**config.mk**
```make
export PLATFORM = sky130hd
export DESIGN_NAME = fft_mag_readout
export DESIGN_NICKNAME = d
export VERILOG_FILES = /design/src/rtl/fft_mag_readout.sv
export SDC_FILE = /design/constraint.sdc
export NUM_CORES = 1
export LEC_CHECK = 0
export CAP_MARGIN = 30
export CORE_MARGIN = 2
export CORE_UTILIZATION = 54
export CTS_BUF_LIST = sky130_fd_sc_hd__clkbuf_8
export CTS_CLUSTER_DIAMETER = 30
export DETAILED_ROUTE_END_ITERATION = 7
export PLACE_DENSITY_LB_ADDON = 0.08
export SYNTH_ARGS = -nofsm -noshare
export SYNTH_HDL_FRONTEND = slang
export SYNTH_SLANG_ARGS = --single-unit
```
**constraint.sdc**
```tcl
create_clock -name clk -period 9.55 [get_ports clk]
set_clock_uncertainty 0.15 [all_clocks]
set_input_delay 0.955 -clock clk [delete_from_list [all_inputs] [get_ports clk]]
set_output_delay 0.955 -clock clk [all_outputs]
set_load 0.02 [all_outputs]
```
**src/rtl/fft_mag_readout.sv**
```systemverilog
// Streams the FFT result RAM after each transform, converts each bin to an approximate
// magnitude (max + 3/8 min), and packs even/odd bin pairs into 32-bit words for the packer.
module fft_mag_readout #(
  parameter int NBINS = 256,
  parameter int AW    = 9
) (
  input  logic          clk,
  input  logic          reset,
  input  logic          frame_done,
  input  logic          spi_busy,
  input  logic [31:0]   rd_data,
  output logic          rd_en,
  output logic [AW-1:0] rd_addr,
  output logic          out_start,
  output logic [31:0]   out_word,
  output logic          out_valid,
  output logic          busy,
  output logic          readout_done
);

  typedef enum logic [1:0] {IDLE, READ, DRAIN} state_t;

  state_t state, state_nxt;

  logic        frame_done_q;
  logic        pending;
  logic        accept;
  logic        last_addr;
  logic        pipe_empty;

  logic        dat_vld, dat_odd;
  logic        s1_vld, s1_odd;
  logic [15:0] abs_re, abs_im;
  logic        s2_vld, s2_odd;
  logic [15:0] mag;
  logic [15:0] even_mag;

  logic [15:0] mag_max, mag_min, mag_sum;

  // -32768 has no positive counterpart, so it saturates to 32767
  function automatic logic [15:0] sat_abs(input logic [15:0] x);
    if (x == 16'h8000)
      return 16'h7fff;
    else if (x[15])
      return ~x + 16'd1;
    else
      return x;
  endfunction

  assign rd_en      = (state == READ);
  assign busy       = (state != IDLE);
  assign last_addr  = (rd_addr == AW'(NBINS - 1));
  assign pipe_empty = !dat_vld && !s1_vld && !s2_vld;

  always_comb begin
    state_nxt = state;
    accept    = 1'b0;
    case (state)
      IDLE: begin
        if (pending && !spi_busy) begin
          accept    = 1'b1;
          state_nxt = READ;
        end
      end
      READ: begin
        if (last_addr)
          state_nxt = DRAIN;
      end
      DRAIN: begin
        if (readout_done)
          state_nxt = IDLE;
      end
      default: state_nxt = IDLE;
    endcase
  end

  // Worst case 32767 + 8191 + 4095 = 45053 fits in 16 bits
  always_comb begin
    mag_max = (abs_re > abs_im) ? abs_re : abs_im;
    mag_min = (abs_re > abs_im) ? abs_im : abs_re;
    mag_sum = mag_max + {2'b00, mag_min[15:2]} + {3'b000, mag_min[15:3]};
  end

  always_ff @(posedge clk or negedge reset) begin
    if (!reset) begin
      state        <= IDLE;
      frame_done_q <= 1'b0;
      pending      <= 1'b0;
      out_start    <= 1'b0;
      rd_addr      <= '0;
      readout_done <= 1'b0;
      dat_vld      <= 1'b0;
      dat_odd      <= 1'b0;
      s1_vld       <= 1'b0;
      s1_odd       <= 1'b0;
      abs_re       <= '0;
      abs_im       <= '0;
      s2_vld       <= 1'b0;
      s2_odd       <= 1'b0;
      mag          <= '0;
      even_mag     <= '0;
      out_word     <= '0;
      out_valid    <= 1'b0;
    end else begin
      state        <= state_nxt;
      frame_done_q <= frame_done;
      // An edge arriving in the accept cycle re-arms pending for the next readout
      pending      <= (frame_done && !frame_done_q) || (pending && !accept);
      out_start    <= accept;

      if (state == READ)
        rd_addr <= last_addr ? '0 : rd_addr + AW'(1);

      // Final word has left and nothing is still in flight
      readout_done <= (state == DRAIN) && out_valid && pipe_empty;

      dat_vld <= rd_en;
      dat_odd <= rd_addr[0];

      s1_vld <= dat_vld;
      s1_odd <= dat_odd;
      if (dat_vld) begin
        abs_re <= sat_abs(rd_data[31:16]);
        abs_im <= sat_abs(rd_data[15:0]);
      end

      s2_vld <= s1_vld;
      s2_odd <= s1_odd;
      if (s1_vld)
        mag <= mag_sum;

      out_valid <= s2_vld && s2_odd;
      if (s2_vld && !s2_odd)
        even_mag <= mag;
      if (s2_vld && s2_odd)
        out_word <= {even_mag, mag};
    end
  end

endmodule

```
==> results.md <==
- Status: complete, no violations
- Worst-case clock buffer depth: 2
- GRT Total Usage: between 20 and 25%
- Slowest cell on the critical path: nor2_8
- # fillers: slightly above 1000
- Synthesized flop and latch total: between 100 and 150
- Hold WS: roughly 0.21 ns
- Remaining Overflow, GRT: 0
- Highest Clock Rate: between 150 and 200 MHz
- DRT antenna net count: 0
- Slew margin rel.: 37.83%
- Final Slew Violations: 0
- Post-CTS Setup Inserts: 0
- Routed via count: 4834
- Final WL: 14090 um
- Max_cap viols: 0
- RSZ-0062 raised after global routing: no
- Most frequent cells in the layout: 118 x dfrtp_1, 80 x clkdlybuf4s50_1, 62 x mux2_2, 53 x nor2_1, 46 x inv_1
- Port Buffer Count: 81
- CP endpoint kind: flip-flop
- Initial antenna violation count: 0
- Gate count of the mapped netlist: around 630
- Hold crit path type: reg -> reg
- Hold Buf Count CTS: 0
- Die Y: 116.1 um
- Die ar.: roughly 13000 um2
- Initial drt markers: 269
- Mapped Nets: around 700
- Drt first pass iters: 4
- WP data required: between 9 and 10 ns
- TritonCTS Buffers: 17
- Pleak: 3.663 nW
- Crit Path Category: reg -> reg
- Main synth FF type: dfrtp_1
- Post-Place Worst Slack: ~4.3 ns
- Unique masters post-synth: between 60 and 70
- Fraction of the cycle the final worst path needs: 55.09%
- Resized Gates After CTS: 0
- Placed cell area: 7725 um2
- Peak supply drop: 0.00009547 V
- Number of H-tree levels: 4
- Power density over the cells: between 200 and 300 nW/um2
- Ant diodes: 0
- Layout cell share with drive strength beyond 1: ~17%
- CP cell instances: inv_1, ha_1, and4_1, nand4_4, a21o_1, and3_4, nor2_8, mux2_4, ha_1, inv_1, a21oi_1, or2_2, ha_1, inv_1, fa_1, nand2b_1, a21o_1, o211ai_1, o211a_1, o22a_1, and3b_1, o31ai_1
- Num rows: 40
- DIE WIDTH: 116.1 um
- I/O pin count: 82
- Clock Latency Late Sink: roughly 0.43 ns
- GP Congestion: about 0.87
- Reg area: 2953 um2
- Post-synth ARST share: 100.0%
- # clock sinks: around 120
- Final Setup Violations: 0
- Worst path bufs/invs: 3
- Clk Tree Root Cell: clkbuf_8
- First-pass GRT wire length: approximately 24000 um
- Avg Vias per Cell: 5.401
- Multi-input gate area: roughly 3600 um2
- Hold Violations, Final: 0
- Final nets: 800
- Final worst-path setup slack: approximately 4.3 ns
- CP Max Fanout: between 40 and 50
- Initial Util: between 50% and 60%
- CP arrival: roughly 5.5 ns
- Setup_tns: 0 ns
- Vias in the first global route: ~4800
- Synth-to-layout area growth: 19.49%
- Slew @ Worst Pin: 0.9284 ns
- Worst Setup Start Kind: flip-flop
- Clock slew at reported path FFs: 0.07 ns
- CP max stage delay: 0.47 ns
- Synth warnings: 0
- Final HPWL DP: 10690 um
- Drc violations: 0
- Post-route minimum period: 5.261 ns
- Finished Cell Area: slightly above 8000 um2
- CORE AREA: about 12000 um2
- Post-synth design cell area: 6780 um2
- Sequential share of the synthesized area: a little over two fifths
- Routed len/inst: ~16 um
- CTS tree: built
- Syn Area/Cell: between 10 and 15 um2
- Most common cell after layout, fill and taps aside: dfrtp_1
- Crit path max-delay family: simple AND/OR/NAND/NOR gates
- Post-synth EDFFs: 0
- Pin count of the biggest net entering global routing: a little under 80
-- cells by family after synthesis --
kind of cell	share of synthesized area, %
compound gates	12.62
xor+xnor	5.038
fa+ha+maj	10.19
buf+inv	3.894
flops	43.55
mux	12.66
simple gates	12.05
-- cell usage after synthesis, drive strengths merged, types with 4 or more instances --
| master | n | area share, % |
|---|---|---|
| inv | 44 | 2.4 |
| xnor2 | 12 | 1.6 |
| a21oi | 46 | 3.5 |
| o21ai | 32 | 2.5 |
| ha | 36 | 6.6 |
| nand4 | 6 | 0.78 |
| nand2b | 10 | 0.92 |
| nor3 | 6 | 0.52 |
| clkbuf | 9 | 0.50 |
| o21a | 5 | 0.55 |
| nor4 | 4 | 0.46 |
| o31ai | 9 | 1.0 |
| nor2 | 55 | 3.5 |
| mux2i | 4 | 0.59 |
| nand3 | 8 | 0.59 |
| a21o | 11 | 1.2 |
| or4 | 4 | 0.55 |
| fa | 12 | 3.5 |
| buf | 11 | 0.96 |
| and3 | 6 | 0.70 |
| xor2 | 27 | 3.5 |
| or2 | 5 | 0.46 |
| dfrtp | 118 | 44 |
| nand2 | 43 | 2.4 |
| mux2 | 70 | 12 |
| nor2b | 5 | 0.46 |
| o211ai | 9 | 1.1 |
-- area by class of cell --
class	instances	area share (%)
multi-input cells	450	44.02
flip-flops and latches	118	36.45
repair buffers	85	10.59
clock buffers	19	3.228
well taps	168	2.595
inverters	44	2.039
clock inverters	11	1.081
-- worst reg2reg max path, cell delays in order (launching register included) --
cell and delay, ns:
dfrtp_1 0.39, inv_1 0.08, ha_1 0.29, and4_1 0.28, nand4_4 0.16, a21o_1 0.20
and3_4 0.21, nor2_8 0.47, mux2_4 0.37, ha_1 0.27, inv_1 0.04, a21oi_1 0.14
or2_2 0.14, ha_1 0.16, inv_1 0.06, fa_1 0.40, nand2b_1 0.20, a21o_1 0.19
o211ai_1 0.25, o211a_1 0.21, o22a_1 0.13, and3b_1 0.18, o31ai_1 0.21
-- sequential cells by signal (all words and copies together), names as in the netlist, 2 cells and up --
| name | flops |
|---|---|
| even_mag | 16 |
| abs_im | 16 |
| state | 2 |
| mag | 16 |
| abs_re | 16 |
| out_word | 32 |
| rd_addr | 9 |
-- metal layers --
layer | vias to the layer above | track usage, % | routed length, um
li1 | 2383 | - | -
met1 | 2359 | 30.31 | 6571
met2 | 73 | 37.23 | 6915
met3 | 19 | 5.073 | 374
met4 | 0 | 7.381 | 227
met5 | - | 0 | 0
-- path summary, 6_finish.rpt --
path                       startpoint  cells after the start     endpoint  slack, ns
max reg2reg                abs_im[15]                     22      mag[15]       4.29
min reg2reg                   dat_odd                      0       s1_odd       0.21
max in group asynchronous       reset                      3    abs_re[4]       7.96
min                           dat_odd                      0       s1_odd       0.21
max                        abs_im[15]                     22      mag[15]       4.29
min in group asynchronous       reset                      1  out_word[9]       0.36
-- stage by stage --
| stage | instances | utilization, % | power [W] |
|---|---|---|---|
| 6_report | 895 | 66.89 | 0.002202 |
| 5_1_grt | 895 | 66.89 | 0.002365 |
| 4_1_cts | 894 | 66.66 | 0.002224 |
| 3_5_place_dp | 864 | 63.78 | 0.001811 |
| 3_3_place_gp | 864 | 63.78 | 0.001778 |
| 2_1_floorplan | 632 | - | 0.001472 |
-- power by group --
part / total (W) / switching (W) / internal [W]
Combinational: 0.00105 / 0.000518 / 0.000529
Clock: 0.000404 / 0.000192 / 0.000212
Sequential: 0.000750 / 0.0000919 / 0.000658
(Power assumes the default switching activity.)
